<file path="src/rtl/ntt_core_gf64_pmr_arb.sv">
// Round-robin, credit-controlled arbiter sharing one GF64 partial modular
// reduction unit (ntt_core_gf64_pmr) between N_REQ requesters. The
// requester ID rides in the pmr side channel so results can be routed back.

// Partial reduction for MOD_M = 2^64 - 2^32 + 1, using 2^64 == 2^32 - 1.
// Latency is IN_PIPE input stages plus one compute stage.
module ntt_core_gf64_pmr #(
    parameter int MOD_NTT_W = 64,
    parameter int OP_W      = MOD_NTT_W + 3,
    parameter int SIDE_W    = 10,
    parameter int IN_PIPE   = 1
) (
    input  logic                        clk,
    input  logic                        s_rst_n,
    input  logic                        in_avail,
    input  logic [OP_W-1:0]             a,
    input  logic [SIDE_W-1:0]           in_side,
    output logic                        out_avail,
    output logic signed [MOD_NTT_W+1:0] z,
    output logic [SIDE_W-1:0]           out_side
);
    localparam int Z_W  = MOD_NTT_W + 2;
    localparam int HI_W = OP_W - MOD_NTT_W;

    logic                    st_avail;
    logic [OP_W-1:0]         st_a;
    logic [SIDE_W-1:0]       st_side;
    logic [HI_W-1:0]         a_hi;
    logic signed [Z_W-1:0]   lo_ext;
    logic signed [Z_W-1:0]   hi_ext;
    logic signed [Z_W-1:0]   red;

    if (IN_PIPE == 0) begin : g_no_pipe
        assign st_avail = in_avail;
        assign st_a     = a;
        assign st_side  = in_side;
    end else begin : g_pipe
        logic [IN_PIPE-1:0]        sr_avail;
        logic [IN_PIPE*OP_W-1:0]   sr_a;
        logic [IN_PIPE*SIDE_W-1:0] sr_side;

        // Input pipeline valid bits, cleared by reset so nothing emerges afterwards
        always_ff @(posedge clk) begin
            if (!s_rst_n) begin
                sr_avail <= '0;
            end else begin
                sr_avail[0] <= in_avail;
                for (int s = 1; s < IN_PIPE; s++) sr_avail[s] <= sr_avail[s-1];
            end
        end

        // Input pipeline data, no reset needed
        always_ff @(posedge clk) begin
            sr_a[OP_W-1:0]      <= a;
            sr_side[SIDE_W-1:0] <= in_side;
            for (int s = 1; s < IN_PIPE; s++) begin
                sr_a[s*OP_W +: OP_W]       <= sr_a[(s-1)*OP_W +: OP_W];
                sr_side[s*SIDE_W +: SIDE_W] <= sr_side[(s-1)*SIDE_W +: SIDE_W];
            end
        end

        assign st_avail = sr_avail[IN_PIPE-1];
        assign st_a     = sr_a[(IN_PIPE-1)*OP_W +: OP_W];
        assign st_side  = sr_side[(IN_PIPE-1)*SIDE_W +: SIDE_W];
    end

    // Fold the signed high bits back in: z = lo + hi*2^32 - hi, fits in Z_W signed
    always_comb begin
        a_hi   = st_a[OP_W-1:MOD_NTT_W];
        lo_ext = {2'b00, st_a[MOD_NTT_W-1:0]};
        hi_ext = {{(Z_W-HI_W){a_hi[HI_W-1]}}, a_hi};
        red    = lo_ext + (hi_ext <<< (MOD_NTT_W/2)) - hi_ext;
    end

    // Output stage valid
    always_ff @(posedge clk) begin
        if (!s_rst_n) out_avail <= 1'b0;
        else          out_avail <= st_avail;
    end

    // Output stage data
    always_ff @(posedge clk) begin
        z        <= red;
        out_side <= st_side;
    end
endmodule

module ntt_core_gf64_pmr_arb #(
    parameter int N_REQ     = 4,
    parameter int MOD_NTT_W = 64,
    parameter int OP_W      = MOD_NTT_W + 3,
    parameter int USER_W    = 8,
    parameter int IN_PIPE   = 1,
    parameter int CREDIT_NB = 4
) (
    input  logic                        clk,
    input  logic                        s_rst_n,
    input  logic [N_REQ-1:0]            req_vld,
    output logic [N_REQ-1:0]            req_rdy,
    input  logic [N_REQ*OP_W-1:0]       req_a,
    input  logic [N_REQ*USER_W-1:0]     req_side,
    input  logic [N_REQ-1:0]            credit_rtn,
    output logic [N_REQ-1:0]            out_avail,
    output logic signed [MOD_NTT_W+1:0] out_z,
    output logic [USER_W-1:0]           out_side,
    output logic                        busy,
    output logic                        error_credit
);
    localparam int ID_W   = (N_REQ > 1) ? $clog2(N_REQ) : 1;
    localparam int SIDE_W = ID_W + USER_W;
    localparam int CR_W   = $clog2(CREDIT_NB + 1);
    localparam int IF_W   = $clog2(N_REQ * CREDIT_NB + 1);

    logic [CR_W-1:0]   credit [N_REQ];
    logic [N_REQ-1:0]  elig;
    logic [N_REQ-1:0]  grant;
    logic              grant_any;
    logic [ID_W-1:0]   grant_id;
    logic [ID_W:0]     scan_idx;
    logic [ID_W-1:0]   rr_ptr;
    logic [IF_W-1:0]   inflight;

    logic              issue_vld;
    logic [OP_W-1:0]   issue_a;
    logic [SIDE_W-1:0] issue_side;

    logic                        pmr_avail;
    logic signed [MOD_NTT_W+1:0] pmr_z;
    logic [SIDE_W-1:0]           pmr_side;
    logic [ID_W-1:0]             out_id;

    // A requester may compete only with valid data and a free sink slot
    always_comb begin
        for (int i = 0; i < N_REQ; i++) begin
            elig[i] = s_rst_n & req_vld[i] & (credit[i] != '0);
        end
    end

    // Round-robin scan starting at rr_ptr, first eligible requester wins
    always_comb begin
        grant_any = 1'b0;
        grant_id  = '0;
        scan_idx  = '0;
        for (int k = 0; k < N_REQ; k++) begin
            scan_idx = {1'b0, rr_ptr} + (ID_W+1)'(k);
            if (scan_idx >= (ID_W+1)'(N_REQ)) scan_idx = scan_idx - (ID_W+1)'(N_REQ);
            if (!grant_any && elig[scan_idx[ID_W-1:0]]) begin
                grant_any = 1'b1;
                grant_id  = scan_idx[ID_W-1:0];
            end
        end
        grant = grant_any ? (N_REQ'(1) << grant_id) : '0;
    end

    assign req_rdy = grant;

    // Pointer moves just past the last winner, holds when idle
    always_ff @(posedge clk) begin
        if (!s_rst_n) begin
            rr_ptr <= '0;
        end else if (grant_any) begin
            rr_ptr <= (grant_id == ID_W'(N_REQ - 1)) ? '0 : grant_id + ID_W'(1);
        end
    end

    // Per-requester credits; an over-return is flagged and otherwise ignored
    always_ff @(posedge clk) begin
        if (!s_rst_n) begin
            for (int i = 0; i < N_REQ; i++) credit[i] <= CR_W'(CREDIT_NB);
            error_credit <= 1'b0;
        end else begin
            for (int i = 0; i < N_REQ; i++) begin
                case ({grant[i], credit_rtn[i]})
                    2'b10:   credit[i] <= credit[i] - CR_W'(1);
                    2'b01: begin
                        if (credit[i] == CR_W'(CREDIT_NB)) error_credit <= 1'b1;
                        else                               credit[i] <= credit[i] + CR_W'(1);
                    end
                    default: ;
                endcase
            end
        end
    end

    // Issue register valid
    always_ff @(posedge clk) begin
        if (!s_rst_n) issue_vld <= 1'b0;
        else          issue_vld <= grant_any;
    end

    // Issue register data: winning operand tagged with its requester ID
    always_ff @(posedge clk) begin
        if (grant_any) begin
            issue_a    <= req_a[grant_id*OP_W +: OP_W];
            issue_side <= {grant_id, req_side[grant_id*USER_W +: USER_W]};
        end
    end

    ntt_core_gf64_pmr #(
        .MOD_NTT_W (MOD_NTT_W),
        .OP_W      (OP_W),
        .SIDE_W    (SIDE_W),
        .IN_PIPE   (IN_PIPE)
    ) u_pmr (
        .clk       (clk),
        .s_rst_n   (s_rst_n),
        .in_avail  (issue_vld),
        .a         (issue_a),
        .in_side   (issue_side),
        .out_avail (pmr_avail),
        .z         (pmr_z),
        .out_side  (pmr_side)
    );

    // Operations between grant and result; bounded by total credits
    always_ff @(posedge clk) begin
        if (!s_rst_n) begin
            inflight <= '0;
        end else begin
            case ({grant_any, pmr_avail})
                2'b10:   inflight <= inflight + IF_W'(1);
                2'b01:   inflight <= inflight - IF_W'(1);
                default: ;
            endcase
        end
    end

    assign out_id    = pmr_side[SIDE_W-1 -: ID_W];
    assign out_avail = (s_rst_n && pmr_avail) ? (N_REQ'(1) << out_id) : '0;
    assign out_z     = pmr_z;
    assign out_side  = pmr_side[USER_W-1:0];
    assign busy      = s_rst_n & ((inflight != '0) | issue_vld);
endmodule

</file>
<file path="config.mk">
export PLATFORM = sky130hd
export DESIGN_NAME = ntt_core_gf64_pmr_arb
export DESIGN_NICKNAME = d
export VERILOG_FILES = /design/src/rtl/ntt_core_gf64_pmr_arb.sv
export SDC_FILE = /design/constraint.sdc
export NUM_CORES = 1
export LEC_CHECK = 0
export ABC_CLOCK_PERIOD_IN_PS = 5580
export CAP_MARGIN = 0
export CORE_ASPECT_RATIO = 0.6
export CORE_MARGIN = 10
export CORE_UTILIZATION = 41
export DETAILED_ROUTE_END_ITERATION = 7
export PLACE_DENSITY = 0.7
export SYNTH_ARGS = -nofsm -noshare
export SYNTH_HDL_FRONTEND = slang
export SYNTH_SLANG_ARGS = --single-unit
</file>
<file path="constraint.sdc">
create_clock -name clk -period 5.58 [get_ports clk]
set_clock_uncertainty 0.05 [all_clocks]
set_input_delay 0.558 -clock clk [delete_from_list [all_inputs] [get_ports clk]]
set_output_delay 0.558 -clock clk [all_outputs]
set_load 0.02 [all_outputs]
</file>
### After elaboration in Yosys (flattened, before gate mapping)

Memories as Yosys holds them, arrays and structs flattened.
Index checks and enable logic that the tools add are counted.

* register bits: 241
* bits of input ports: 310
* memories kept: 1
* output and inout port bits: 84
* memory bits (writable): 12

* multiply operators: 1
* bitwise operators: 18
* shift-type cells: 4
* equality and inequality tests: 15
* muxes and demuxes: 69
* add/sub/neg operators: 20
* order comparisons: 8
* reduce and logical (&&, ||, !) cells: 13

Memories
* credit: depth 4, width 3, read ports 4, clocked after Yosys merged registers in 0, wr ports 4, line 114 `logic [CR_W-1:0] credit [N_REQ];`

Operator list (number)
* $shiftx A268 B10 Y67: 1
* $add A65 B35 Y66: 1
* $sub A66 B3 Y66: 1
* $mux W1: 45
* $shiftx A32 B6 Y8: 1
* $mux W3: 8
* $mux W2: 9
* $add A3 B1 Y3 const B: 4
* $eq A2 B2 Y1 const B: 6
* $eq A3 B3 Y1 const B: 4
* $lt A2 B3 Y1 const B: 4
* $reduce_bool A3 Y1: 4
* $sub A3 B1 Y3 const B: 4
* $eq A2 B1 Y1 const B: 5
* $pmux W5 S2: 1
* $and A1 B1 Y1: 9
* $ge A3 B3 Y1 const B: 3
* $mul A2 B7 Y9 const B: 1
* $or A1 B1 Y1: 9
* $bmux W1 S2: 4
* $mux W4: 2
* $shl A1 B2 Y4 const A: 2
* $sub A2 B1 Y2 const B: 4
* $add A2 B2 Y3 const B: 2
* other kinds (9): 14

### Logic depth before layout (Yosys ltp)

An unclocked memory read counts as a cell.

* word-level depth: 25
* gate-level depth with buffers: 15
* gate-level depth less buffers: 15

### Cells and area by module

A second synthesis with hierarchy kept.

* cells, all modules: 1266
* area total of the unflattened synthesis: 14545.2 um2

Modules (own cells, without submodules)
* ntt_core_gf64_pmr: area an instance 8927.3 um2, cells each 927, sequential area each 3103.0 um2, instances 1
* ntt_core_gf64_pmr_arb: area an instance 5617.9 um2, cells each 339, sequential area each 2852.7 um2, instances 1

### Worst setup path after synthesis

Ideal clock, no wire load.

* path type: input port to flip-flop
* start: input port s_rst_n
* end: memory credit[2][2] (netlist name), data pin
* arrival: 4.258 ns
* required time: 5.397 ns
* path buffers: 2
* library setup time: 0.133 ns
* slack: 1.139 ns
* cell stages on the path: 13
* path through: buf_2 -> o211ai_1 -> and4_1 -> clkbuf_1 -> inv_1 -> nand3_1 -> nand2_1 -> a21oi_1 -> nand2_1 -> fa_1 -> xor2_1 -> mux2_2 -> nand2_1

RTL lines
* start: declaration: line 97 `input logic s_rst_n,`
* end: declaration: line 114

### Worst setup path in the final report

* start: input port s_rst_n
* end: output port req_rdy[0]

* word-level cells in the longest chain between the ends: 16
* elaborated cells on any way between the ends: 32
* classes of those cells: 1 x shift; 17 x mux; 8 x bitwise; 6 x reduce/logical

RTL lines
* $and A1 B1 Y1 (2 in a row): line 135 `elig[i] = s_rst_n & req_vld[i] & (credit[i] != '0);`
* $bmux W1 S2: line 147 `if (!grant_any && elig[scan_idx[ID_W-1:0]]) begin`
* $mux W1 (not written as such): line 147
* $mux W1: line 147
* $logic_not A1 Y1: line 147
* $logic_and A1 B1 Y1: line 147
* $mux W1: line 147
* $logic_not A1 Y1: line 147
* $logic_and A1 B1 Y1: line 147
* $mux W1: line 147
* $logic_not A1 Y1: line 147
* $logic_and A1 B1 Y1: line 147
* $mux W2: line 147
* $shl A1 B2 Y4: line 152 `grant = grant_any ? (N_REQ'(1) << grant_id) : '0;`
* $mux W4 (*): line 152
* end: declaration: line 99 `output logic [N_REQ-1:0] req_rdy,`

Every way passes the cells marked *; elsewhere a longest branch is shown, timed or not. The select of a mux whose other input is x is not followed.

==> summary.txt <==
Clock tree
  – H-Tree Level Count: 1
  – Clk buf depth: 3
  – CTS clk-pin slew, worst paths: 0.07 ns
  – Post-CTS Setup Inserts: 0
  – CTS tree: built
  – Number of gates resized after cts: 0
  – Total CTS buffers: 24
  – Clock root buffer master: clkbuf_16
  – Clock sinks: 253
  – Hold Buf Count CTS: 0
  – Worst-Skew Late Latency: 0.53 ns

Timing
  – Setup_tns: 0 ns
  – Final setup viols: 0
  – Tcrit/Tclk final: 75.73%
  – Max Clk Rate: 236.6 MHz
  – Final Critical Period: 4.226 ns
  – Slew @ Worst Pin: 1.005 ns
  – Relative slew slack: 33.01%
  – Final hold vios: 0
  – Max Slew Vio Count: 0
  – RSZ-0062 raised after global routing: no

Global route
  – Remaining Overflow, GRT: 0
  – Largest net degree at the start of global routing: 134
  – Number of global-route vias before repair: 11,820
  – GRT Total Usage: 19.77%
  – First-pass GRT wire length: 66,500 um
  – Initial antenna violation count: 0

Routing
  – DRT iter0 DRCs: 883
  – Wire per inst: 19.01 um
  – First-pass DRT Iterations: 5
  – Final WL: 43,830 um
  – Via density: 5.297
  – Drc violations: 0
  – Via Count: 12,210
  – Antenna-violating nets left: 0

Worst setup path
  – CP Launch Type: input port
  – Worst-path fanout max: 22
  – Critical Path AT: 3.62 ns
  – FF-to-FF setup slack: 1.45 ns
  – Origin of the critical flop-to-flop path: u_pmr.g_pipe.sr_a[66]
  – Setup CP Type: input port to output pin
  – Reg2reg end: u_pmr.z[61]
  – Reg2Reg Depth: 13
  – Type of destination of the critical path: output pin
  – Req. time, crit path: 4.97 ns

Synth
  – Ys async rst share: 0%
  – Area leader, netlist: dfxtp_1
  – Syn Inst Count: 1,492
  – Post-synth top flop: dfxtp_1
  – Mapped Area: 0.01387 mm2
  – Netlist cell types: 87
  – Simple-gate area share of the yosys netlist: 16.89%
  – Largest cells by area after synthesis: dfxtp_1, edfxtp_1, ha_1
  – Syn nets: 1,913
  – Register area share after synthesis: 42.95%
  – Post-synth EDFFs: 89
  – Adder-cell share of the synthesized area: 10.39%
  – Largest family of logic cells by synthesized area: compound AO/OA/AOI/OAI gates
  – Post-synthesis mux area share: 0.3790%
  – Yosys top cell area share: 23.68%
  – Avg Cell Area, Syn: 9.294 um2
  – XOR/XNOR Fraction of Synth Area: 4.042%
  – #FFs+latches synth: 253
  – Compound-Gate Fraction of Synth Area: 20.31%
  – YS warnings: 0

Finish
  – Antenna diode instance count: 0
  – Layout area overhead: 35.85%
  – Layout cells sized above 1: 4.659%
  – Fillers: 2,980
  – Register Area: 0.005956 mm2
  – Final core occ: 56.22%
  – Final nets: 2,249
  – Post-route insts no fill: 2,305
  – Multi-input logic area: 0.007226 mm2

Floorplanning
  – Row count: 52
  – Die Ht: 162.5 um
  – Core area: 0.03351 mm2
  – Initial Utilization: 41.39%
  – I/O pins: 394
  – Die footprint: 0.04182 mm2
  – Die W: 257.4 um

Pwr
  – Worst vdd ir: 0.2818 mV
  – Pwr/cell area: 467.4 mW/mm2
  – Overall power: 8.805 mW
  – Leak: 7.621 nW

Min path
  – Worst hold path endpoint: u_pmr.out_side[2]
  – Hold Path Class: flip-flop to flip-flop
  – Hold Crit Depth: 0
  – Worst Min Path Start: u_pmr.g_pipe.sr_side[2]

Outcome
  – Status: completed

Placement
  – GPL Wtd Cong: 0.9317
  – Cells after DPL: 2,261
  – Number of port buffers: 393
  – Hpwl dp: 35,090 um

Flow run
  – Max Cap Viol: 0
[metal layers]
layer	routed length [um]	vias up	GRT usage, %
li1	-	6023	-
met1	19990	5752	27.02
met2	19970	391	31.40
met3	3208	44	4.782
met4	658	0	3.862
met5	0	-	0
[placed cells by master, fill, tap and decap left out, drive strengths merged, types with 4 or more instances in the layout]
master / instances
a211oi: 83
clkinv: 7
ha: 104
o21bai: 9
nand2b: 7
dfxtp: 164
xor2: 29
o311ai: 4
o21a: 7
nor3: 12
inv: 72
fa: 7
o21ai: 53
and2: 82
edfxtp: 89
and4: 4
a31oi: 83
a21o: 34
a221oi: 4
xnor2: 35
nand2: 229
nor2: 75
and3: 10
nor2b: 7
or3: 8
clkbuf: 36
clkdlybuf4s50: 393
buf: 8
nand3: 22
nand4: 21
o31ai: 7
a21oi: 80
o211ai: 6
[power breakdown]
group | switching, mW | total [mW] | internal (mW)
registers | 0.210 | 2.74 | 2.53
logic | 2.55 | 4.40 | 1.86
clock network | 0.707 | 1.66 | 0.954
total | 3.46 | 8.80 | 5.34
[through the flow]
| step | hold slack [ns] | setup WS [ns] | instance area (um2) |
|---|---|---|---|
| final | 0.2756 | 1.354 | 18840 |
| after global routing | 0.2873 | 1.161 | 18840 |
| after CTS | 0.2769 | 1.358 | 18840 |
| after detailed placement | 0.2628 | 1.253 | 18040 |
| after global placement | 0.2606 | 1.309 | 18040 |
| after floorplan | 0.2596 | 1.139 | 13870 |
[logic make-up (layout without fill, tap and decap cells)]
kind of cell,after synthesis,in the layout
AND/OR/NAND/NOR,492,492
AO/OA/AOI/OAI,404,404
flip-flops,253,253
buffers and inverters,163,517
adder cells (fa/ha/maj),111,111
XOR/XNOR,64,64
multiplexers,5,5
[layout make-up]
type                       instances  share of cell area, %
sequential                       253                  31.62
clock inverter                     8                 0.3919
inverter                          72                  1.455
multi-input combinational       1076                  38.36
timing repair buffer             401                  21.27
tap                              459                  3.049
clock buffer                      36                  3.866
[worst max-delay path by stage]
stage,cells past startpoint,to,start
2_1_floorplan,13,credit[2][2],s_rst_n
3_3_place_gp,12,credit[0][2],s_rst_n
3_5_place_dp,12,credit[0][2],s_rst_n
4_1_cts,7,req_rdy[0],s_rst_n
5_1_grt,7,req_rdy[0],s_rst_n
6_report,7,req_rdy[0],s_rst_n
[sequential cells by signal, indices dropped and copies added, names as in the netlist]
signal / cells
u_pmr.out_side: 10
issue_side: 10
u_pmr.g_pipe.sr_a: 67
u_pmr.g_pipe.sr_avail: 1
u_pmr.g_pipe.sr_side: 10
issue_a: 67
u_pmr.out_avail: 1
issue_vld: 1
u_pmr.z: 66
inflight: 5
credit: 12
error_credit: 1
rr_ptr: 2
[cells in the mapped netlist, drive strengths merged (29+ instances only)]
cell type and count:
edfxtp 89, inv 71, clkbuf 42, a21o 34, o21ai 53, nor2 75, xor2 29, a31oi 83
buf 49, a211oi 83, xnor2 35, nand2 229, a21oi 80, and2 82, ha 104, dfxtp 164
[worst max-delay path, cell delays in order]
cell and delay [ns]:
clkdlybuf4s50_1 0.89, o311ai_2 0.28, o21ai_0 0.43, a22oi_4 0.25
or3_1 0.49, inv_1 0.10, clkdlybuf4s50_1 0.61
Note: power is estimated with default switching activity, not from simulation.
